[src/rtl/comp_mem_pkg.sv]
// Shared definitions for the compensation weight store (read and write sides).
package comp_mem_pkg;

    localparam int unsigned SIZE       = 8;
    localparam int unsigned COMP_DEPTH = 3;
    localparam int unsigned CW         = 3;
    localparam int unsigned AW         = $clog2(SIZE * COMP_DEPTH);
    localparam int unsigned COLW       = $clog2(SIZE);
    localparam int unsigned KW         = $clog2(COMP_DEPTH);
    localparam int unsigned WW         = COMP_DEPTH * CW;

    // One column's packed entries: entry k lives in bits [k*CW +: CW]
    typedef logic [WW-1:0] comp_col_t;

    typedef enum logic [2:0] {
        IDLE,
        FETCH,
        WAIT,
        PRESENT,
        DONE
    } comp_state_t;

endpackage

[src/rtl/comp_col_packer.sv]
// Column pack register(s) for the compensation reader.
// COMP_READ_PREFETCH_EN adds a second buffer with separate write/read select.
module comp_col_packer
    import comp_mem_pkg::*;
(
    input  logic          clk,
    input  logic          rst,
    input  logic          i_wr_en,
    input  logic [KW-1:0] i_wr_slot,
    input  logic [CW-1:0] i_wr_data,
`ifdef COMP_READ_PREFETCH_EN
    input  logic          i_wr_buf,
    input  logic          i_rd_buf,
`endif
    output comp_col_t     o_word
);

`ifdef COMP_READ_PREFETCH_EN
    logic [1:0][WW-1:0] r_buf;

    // Write one slot of the selected fill buffer
    always_ff @(posedge clk or posedge rst) begin
        if (rst) begin
            r_buf <= '0;
        end else if (i_wr_en) begin
            r_buf[i_wr_buf][i_wr_slot*CW +: CW] <= i_wr_data;
        end
    end

    assign o_word = r_buf[i_rd_buf];
`else
    comp_col_t r_pack;

    // Write one slot of the single pack register
    always_ff @(posedge clk or posedge rst) begin
        if (rst) begin
            r_pack <= '0;
        end else if (i_wr_en) begin
            r_pack[i_wr_slot*CW +: CW] <= i_wr_data;
        end
    end

    assign o_word = r_pack;
`endif

endmodule

[src/rtl/compensation_mem_reader.sv]
// Read-side engine for the compensation weight store: walks all columns,
// fetches COMP_DEPTH entries per column and presents each packed column
// over valid/ready. Optional COMP_READ_PREFETCH_EN overlaps the fetch of
// column c+1 with the presentation of column c.
module compensation_mem_reader
    import comp_mem_pkg::*;
(
    input  logic            clk,
    input  logic            rst,
    input  logic            start,
    output logic            rd_en,
    output logic [AW-1:0]   rd_addr,
    input  logic [CW-1:0]   rd_data,
    output logic            out_valid,
    input  logic            out_ready,
    output logic [WW-1:0]   out_data,
    output logic [COLW-1:0] out_col,
    output logic            busy,
    output logic            done
);

    comp_state_t     r_state;
    logic [COLW-1:0] r_col;
    logic [KW-1:0]   r_k;
    logic            r_pend;
    logic [KW-1:0]   r_pend_slot;
    logic            w_last_col;
    logic            w_last_k;

`ifdef COMP_READ_PREFETCH_EN
    typedef enum logic [1:0] {
        PF_NONE,
        PF_ISSUE,
        PF_TAIL,
        PF_READY
    } pf_state_t;

    pf_state_t r_pf;
    logic      r_wr_buf;
    logic      r_rd_buf;
`endif

    assign w_last_col = (r_col == COLW'(SIZE - 1));
    assign w_last_k   = (r_k == KW'(COMP_DEPTH - 1));
    assign busy       = (r_state != IDLE);
    assign out_col    = r_col;

    // Track the slot of each issued read so the data lands one cycle later
    always_ff @(posedge clk or posedge rst) begin
        if (rst) begin
            r_pend      <= 1'b0;
            r_pend_slot <= '0;
        end else begin
            r_pend      <= rd_en;
            r_pend_slot <= r_k;
        end
    end

    comp_col_packer u_packer (
        .clk       (clk),
        .rst       (rst),
        .i_wr_en   (r_pend),
        .i_wr_slot (r_pend_slot),
        .i_wr_data (rd_data),
`ifdef COMP_READ_PREFETCH_EN
        .i_wr_buf  (r_wr_buf),
        .i_rd_buf  (r_rd_buf),
`endif
        .o_word    (out_data)
    );

    // Column walk FSM with registered read-port and handshake outputs
    always_ff @(posedge clk or posedge rst) begin
        if (rst) begin
            r_state   <= IDLE;
            r_col     <= '0;
            r_k       <= '0;
            rd_en     <= 1'b0;
            rd_addr   <= '0;
            out_valid <= 1'b0;
            done      <= 1'b0;
`ifdef COMP_READ_PREFETCH_EN
            r_pf      <= PF_NONE;
            r_wr_buf  <= 1'b0;
            r_rd_buf  <= 1'b0;
`endif
        end else begin
            done <= 1'b0;
            case (r_state)
                IDLE: begin
                    if (start) begin
                        r_state <= FETCH;
                        r_col   <= '0;
                        r_k     <= '0;
                        rd_en   <= 1'b1;
                        rd_addr <= '0;
                    end
                end

                FETCH: begin
                    if (w_last_k) begin
                        rd_en   <= 1'b0;
                        r_state <= WAIT;
                    end else begin
                        r_k     <= r_k + KW'(1);
                        rd_addr <= rd_addr + AW'(1);
                    end
                end

                WAIT: begin
                    r_state   <= PRESENT;
                    out_valid <= 1'b1;
`ifdef COMP_READ_PREFETCH_EN
                    r_rd_buf <= r_wr_buf;
                    if (!w_last_col) begin
                        r_wr_buf <= ~r_wr_buf;
                        r_pf     <= PF_ISSUE;
                        r_k      <= '0;
                        rd_en    <= 1'b1;
                        rd_addr  <= rd_addr + AW'(1);
                    end else begin
                        r_pf <= PF_NONE;
                    end
`endif
                end

                PRESENT: begin
`ifdef COMP_READ_PREFETCH_EN
                    // Background fetch of the next column into the other buffer
                    case (r_pf)
                        PF_ISSUE: begin
                            if (w_last_k) begin
                                rd_en <= 1'b0;
                                r_pf  <= PF_TAIL;
                            end else begin
                                r_k     <= r_k + KW'(1);
                                rd_addr <= rd_addr + AW'(1);
                            end
                        end
                        PF_TAIL: r_pf <= PF_READY;
                        default: ;
                    endcase
`endif
                    if (out_ready) begin
                        if (w_last_col) begin
                            out_valid <= 1'b0;
                            done      <= 1'b1;
                            r_state   <= DONE;
                        end else begin
                            r_col <= r_col + COLW'(1);
`ifdef COMP_READ_PREFETCH_EN
                            // TAIL completes its last capture on this same edge
                            if (r_pf == PF_TAIL || r_pf == PF_READY) begin
                                r_rd_buf <= r_wr_buf;
                                if (r_col != COLW'(SIZE - 2)) begin
                                    r_wr_buf <= ~r_wr_buf;
                                    r_pf     <= PF_ISSUE;
                                    r_k      <= '0;
                                    rd_en    <= 1'b1;
                                    rd_addr  <= rd_addr + AW'(1);
                                end else begin
                                    r_pf <= PF_NONE;
                                end
                            end else begin
                                out_valid <= 1'b0;
                                r_pf      <= PF_NONE;
                                r_state   <= w_last_k ? WAIT : FETCH;
                            end
`else
                            out_valid <= 1'b0;
                            r_k       <= '0;
                            rd_en     <= 1'b1;
                            rd_addr   <= rd_addr + AW'(1);
                            r_state   <= FETCH;
`endif
                        end
                    end
                end

                DONE: r_state <= IDLE;

                default: r_state <= IDLE;
            endcase
        end
    end

endmodule

[config.mk]
export PLATFORM = sky130hd
export DESIGN_NAME = compensation_mem_reader
export DESIGN_NICKNAME = d
export VERILOG_FILES = /design/src/rtl/comp_mem_pkg.sv /design/src/rtl/comp_col_packer.sv /design/src/rtl/compensation_mem_reader.sv
export SDC_FILE = /design/constraint.sdc
export NUM_CORES = 1
export LEC_CHECK = 0
export ABC_AREA = 1
export BUFFER_PORTS_ARGS = -buffer_cell sky130_fd_sc_hd__buf_2
export CORE_MARGIN = 1.5
export CORE_UTILIZATION = 58
export DETAILED_ROUTE_END_ITERATION = 10
export GPL_ROUTABILITY_DRIVEN = 0
export GPL_TIMING_DRIVEN = 1
export PLACE_DENSITY = 0.83
export REMOVE_ABC_BUFFERS = 1
export SLEW_MARGIN = 20
export SYNTH_ARGS = -nofsm -noshare
export SYNTH_HDL_FRONTEND = slang
export SYNTH_HIERARCHICAL = 1
export SYNTH_SLANG_ARGS = --single-unit
[constraint.sdc]
create_clock -name clk -period 3.9 [get_ports clk]
set_clock_uncertainty 0.2 [all_clocks]
set_input_delay 0.39 -clock clk [delete_from_list [all_inputs] [get_ports clk]]
set_output_delay 0.39 -clock clk [all_outputs]
set_load 0.05 [all_outputs]
==> impl_metrics.tcl, run 1 <==
set metrics [dict create \
    swShare_pct 54.20 \
    status "complete, no violations" \
    p_leak_uw 0.0009672 \
    muxShareOfSynthArea_pct 0 \
    wirelength_um 2848 \
    worstSetupPathType "reg2out" \
    synth_seq_cells 28 \
    clock_latency_ns 0.33 \
    p_clk_share_pct 9.6 \
    most-common-layout-cells "58 x nand2_1, 28 x dfrtp_1, 27 x buf_2" \
    yosys.area_share.simple_pct 34.46 \
    area_delta_synth_final_pct 14.94 \
    first_pass_iters 4 \
    synth_compound_area_share_pct 3.454 \
    fin_tns_setup_ns 0 \
    met2_usage_pct 41.88 \
    cts_root_buf "clkbuf_4" \
    die-area_mm2 0.002807 \
    fin_crit_sh_pct 49.52 \
    synth_xor_xnor_area_share_pct 0.6045 \
    worstSetupStartpointType "flip-flop" \
    drc 0 \
    hold_viol 0 \
    ys_seq_area_share_pct 48.36 \
    layout_commonest_cell "nand2_1" \
    internal_power_uw 671.1 \
    first_iter_violations 28 \
    synth_cell_types 21 \
    cts_tree "yes" \
    vias 1229 \
    worstPathRequired_ns 3.31 \
    crit_path_end_kind "output port" \
    ir_drop_mv 0.5983 \
    cts_hold_buf 1 \
    synth.area.top_cells "dfrtp_1 48%, nand2_1 15%, ha_1 6.9%, nand3_1 5.9%, inv_1 4.9%" \
    power_density_mw_per_mm2 879.9 \
    die_w_um 52.98 \
    nets 224 \
    postSynthAreaPerCell_um2 8.232 \
    fin_crit_ns 1.931 \
    slew_headroom_pct 53.57 \
    ant_nets 0 \
    grt_use_met1_pct 28.04 \
    rsz0062_at_grt "false" \
    grt.overflow.total 0 \
    io_pins 28 \
    setup_viol 0 \
    grt_use_total_pct 24.03 \
    pwr-share-comb_pct 57.8 \
    grt_start_max_net_pins 20 \
    wl_per_cell_um 12.07 \
    cts.sinks 28 \
    drive_gt1_share_pct 23.56 \
    worstMarginPinSlew_ns 0.6957 \
    clk_pin_slew_worst_paths_ns 0.14 \
    viasPerCell 5.208 \
    cts.htree.levels 1 \
    multiInputGateArea_um2 658.1 \
    synthAdderAreaFrac_pct 6.908 \
    cp_max_fo 4 \
    drv_slew 0 \
    finalPower_uw 1465 \
    diodes 0 \
    cts_setup_buffers 0 \
    crit_chain "nor2_1 > nand2_1 > buf_2" \
    grt_pass1_vias 1232 \
    rows 17 \
    grt_pass1_wl_um 4899 \
    max_cap_violations 0 \
    yosys_warnings 6 \
    synth_top_family_by_area "simple AND/OR/NAND/NOR gates" \
    fillers 170 \
    hold_path.class "in2reg" \
    grt.busiest_layer "met2" \
    power_switching_uw 794.2 \
    syn-cell-area_mm2 0.001449 \
    synthCells 176 \
    synth_top_area_cell "dfrtp_1" \
    max_freq_ghz 0.5178 \
    slowest_delay_ns 0.48 \
    seq_power_share_pct 32.7 \
    post_cts_resized 0 \
    clock_path_buffers 2 \
    die_y_um 52.98 \
    dpl.hpwl_um 2162 \
    portBuffers 27 \
    arrival_ns 1.34 \
    core_mm2 0.002276 \
    yosys.area.top_type_share_pct 48.36 \
    initial_core_util_pct 63.66 \
    antenna_found_initial 0 \
    cts_made_buffers 3 \
    cp_slowest_cell "dfrtp_1" \
    grtUsageMet3_pct 3.390 \
    seq_area_um2 700.7 \
]
[layer usage]
metal	share of wire, %	vias up
met1	43	562
met2	50	36
met4	2.3	0
met5	0	-
li1	-	622
met3	4.6	9
[worst max-delay path, delay by kind of cell (launching register included)]
family / cells / cell delay, ns
buffers and inverters: 1 / 0.21
DFF: 1 / 0.48
and+or+nand+nor: 2 / 0.32
[per-stage QoR]
stage	worst slack [ns]	cell area, µm²	hold slack (ns)	util, %	instances
after floorplan	1.993	1449	0.01792	-	176
after global placement	2.202	1619	0.1625	71.14	231
after detailed placement	2.118	1619	0.1782	71.14	231
after CTS	1.974	1665	0.1107	73.17	236
after global routing	1.880	1665	0.1122	73.17	236
final	1.969	1665	0.1181	73.17	236
[kinds of logic after synthesis]
logic type | Yosys count
compound gates | 8
simple gates | 107
buf+inv | 24
flops | 28
xor+xnor | 1
fa+ha+maj | 8
[power by group through the flow]
stage          clock network (µW)  logic, µW  registers (µW)
6_report                      141        846             479
5_1_grt                       152        937             494
4_1_cts                       142        847             479
3_5_place_dp                    0        841             485
3_3_place_gp                    0        811             478
2_1_floorplan                   0        414             726
[worst paths after layout]
| check | from | to | slack, ns | cells past startpoint |
|---|---|---|---|---|
| setup / recovery | r_state[2] | busy | 1.97 | 3 |
| hold / removal | rd_data[1] | u_packer/o_word[1] | 0.12 | 3 |
| setup reg to reg | out_col[0] | r_k[1] | 2.09 | 6 |
| hold reg to reg | r_k[1] | r_pend_slot[1] | 0.22 | 0 |
| max in group asynchronous | rst | rd_addr[3] | 2.56 | 3 |
| min in group asynchronous | rst | u_packer/o_word[3] | 0.35 | 3 |
[cell type report]
type | instances | share of cell area [%]
Timing Repair Buffer | 28 | 8.715
Clock buffer | 4 | 2.179
Multi-Input combinational cell | 124 | 39.52
Tap cell | 28 | 2.104
Inverter | 24 | 5.409
Sequential cell | 28 | 42.07
[registers in the layout, summed over array words and instances (netlist names)]
name / flops
done: 1
out_valid: 1
r_k: 2
rd_en: 1
out_col: 3
r_state: 3
r_pend: 1
rd_addr: 5
u_packer/o_word: 9
r_pend_slot: 2
[cell usage after synthesis (all sizes together)]
library cell,count
nor2,20
nor3,2
nand2,59
ha,8
inv,24
dfrtp,28
a21boi,1
nand3b,1
nand3,21
nand4,4
xnor2,1
o21ai,5
a21oi,2
Note: power is estimated with default switching activity, not from simulation.
==> inputs of run 2 (changes only) <==
--- a/config.mk
+++ b/config.mk
@@ -8,11 +8,11 @@
 export ABC_AREA = 1
 export BUFFER_PORTS_ARGS = -buffer_cell sky130_fd_sc_hd__buf_2
 export CORE_MARGIN = 1.5
-export CORE_UTILIZATION = 58
+export CORE_UTILIZATION = 54
 export DETAILED_ROUTE_END_ITERATION = 10
 export GPL_ROUTABILITY_DRIVEN = 0
 export GPL_TIMING_DRIVEN = 1
-export PLACE_DENSITY = 0.83
+export PLACE_DENSITY = 0.78
 export REMOVE_ABC_BUFFERS = 1
 export SLEW_MARGIN = 20
 export SYNTH_ARGS = -nofsm -noshare
==> constraint.sdc (replaced) <==
create_clock -name clk -period 2 [get_ports clk]
set_clock_uncertainty 0.2 [all_clocks]
set_input_delay 0.2 -clock clk [delete_from_list [all_inputs] [get_ports clk]]
set_output_delay 0.2 -clock clk [all_outputs]
set_load 0.05 [all_outputs]
==> impl_metrics.tcl, run 2 (same netlist as run 1, synthesis figures left out) <==
set metrics [dict create \
    cts_root_buf "clkbuf_4" \
    power_switching_uw 1536 \
    worstSetupPathType "reg2reg" \
    top_layer_used "met4" \
    max_cap_violations 0 \
    p_clk_share_pct 9.4 \
    ir_drop_mv 1.325 \
    drt-met1-wl_um 1193 \
    wl_met3_um 117 \
    grt_pass1_wl_um 4429 \
    first_iter_violations 46 \
    ant_nets 0 \
    rows 18 \
    crit_buf_inv 0 \
    internal_power_uw 1314 \
    layout_commonest_cell "nand2_1" \
    first_pass_iters 4 \
    setup_viol 0 \
    viasPerCell 5.278 \
    die_y_um 54.80 \
    dpl.hpwl_um 2174 \
    io_pins 28 \
    drv_slew 0 \
    clock_path_buffers 2 \
    slew_headroom_pct 52.70 \
    wl_per_cell_um 11.69 \
    hold_viol 0 \
    grt.overflow.total 0 \
    hold_path.class "in2reg" \
    critPathTopFamily "flip-flops" \
    hold_slack_ns 0.01806 \
    crit_chain "ha_1 > ha_1 > o21ai_2 > nand3_4 > nand2_1 > nand2_1" \
    nets 227 \
    worstSetupStartpointType "flip-flop" \
    p_leak_uw 0.0009797 \
    fin_tns_setup_ns 0 \
    diodes 0 \
    worstPathRequired_ns 2.02 \
    power_density_mw_per_mm2 1679 \
    area_delta_synth_final_pct 17.18 \
    cts_made_buffers 3 \
    die_w_um 54.80 \
    cts.htree.levels 1 \
    fin_crit_ns 1.798 \
    initial_core_util_pct 57.96 \
    post_cts_resized 0 \
    rsz0062_at_grt "false" \
    drc 0 \
    arrival_ns 1.82 \
    fin_crit_sh_pct 89.88 \
    cp_slowest_cell "dfrtp_1" \
    clock_latency_ns 0.32 \
    seq_power_share_pct 32.8 \
    pwr-share-comb_pct 57.8 \
    most-common-layout-cells "58 x nand2_1, 28 x dfrtp_1, 27 x buf_2" \
    grt_start_max_net_pins 20 \
    largest_reg_flops 9 \
    wirelength_um 2818 \
    cp_max_fo 7 \
    final_area_mm2 0.001698 \
    status "complete, no violations" \
    core_mm2 0.002500 \
    drive_gt1_share_pct 23.22 \
    grt_use_total_pct 20.60 \
    cts_hold_buf 4 \
    cts.sinks 28 \
    worstMarginPinSlew_ns 0.7088 \
    vias 1272 \
    dpl-instance-area_mm2 0.001622 \
    cts_setup_buffers 0 \
    wl_met2_um 1492 \
    die-area_mm2 0.003003 \
    grt_pass1_vias 1135 \
    cts_tree "yes" \
    max_freq_ghz 0.5563 \
    swShare_pct 53.90 \
    crit_path_end_kind "flip-flop" \
    clk_pin_slew_worst_paths_ns 0.14 \
    antenna_found_initial 0 \
    portBuffers 27 \
    slowest_delay_ns 0.44 \
]
run 2: cell types whose count changed in the layout (fill, tap and decap cells not counted), sizes merged:
cell	previous run	this run
dlygate4sd3	1	4
run 2: layer usage:
metal / GRT usage, % / vias to the layer above
met5: 0 / -
li1: - / 625
met3: 2.459 / 2
met2: 40.48 / 36
met1: 22.09 / 609
met4: 7.083 / 0
run 2: area by class of cell:
| cell class | count | area [µm²] |
|---|---|---|
| multi-input cells | 124 | 658.1 |
| repair buffers | 31 | 175.2 |
| flip-flops and latches | 28 | 700.7 |
| clock buffers | 4 | 36.28 |
| inverters | 24 | 90.09 |
| well taps | 30 | 37.54 |
| fillers | 211 | 802.0 |
run 2: final timing paths:
path | startpoint | depth (start not counted) | to | slack [ns]
min in group asynchronous | rst | 3 | u_packer/o_word[3] | 0.18
worst max-delay path | out_col[0] | 6 | rd_addr[1] | 0.20
worst min-delay path | out_ready | 3 | r_state[2] | 0.02
worst max register to register | out_col[0] | 6 | rd_addr[1] | 0.20
max in group asynchronous | rst | 3 | r_state[0] | 0.83
worst min register to register | rd_en | 0 | r_pend | 0.23
run 2: power groups by stage:
stage	Combinational (µW)	Sequential [µW]	Clock [µW]
global placement	1590	936	0
finish	1650	934	268
floorplan	808	1420	0
global route	1820	968	298
detailed placement	1640	947	0
CTS	1660	935	277
run 2: worst register-to-register path, delay by kind of cell, from the launching register on:
family | cells | cell delay (ns)
fa+ha+maj | 2 | 0.42
compound gates | 1 | 0.31
simple gates | 3 | 0.34
flops | 1 | 0.44
run 2: through the flow:
| stage | utilization [%] | setup WS (ns) | cells | total power [µW] |
|---|---|---|---|---|
| final | 67.92 | 0.2025 | 241 | 2851 |
| after detailed placement | 64.86 | 0.2499 | 233 | 2590 |
| after CTS | 67.92 | 0.2132 | 241 | 2870 |
| after global routing | 67.92 | 0.1001 | 241 | 3085 |
| after global placement | 64.86 | 0.3111 | 233 | 2525 |
| after floorplan | - | 0.09313 | 176 | 2224 |
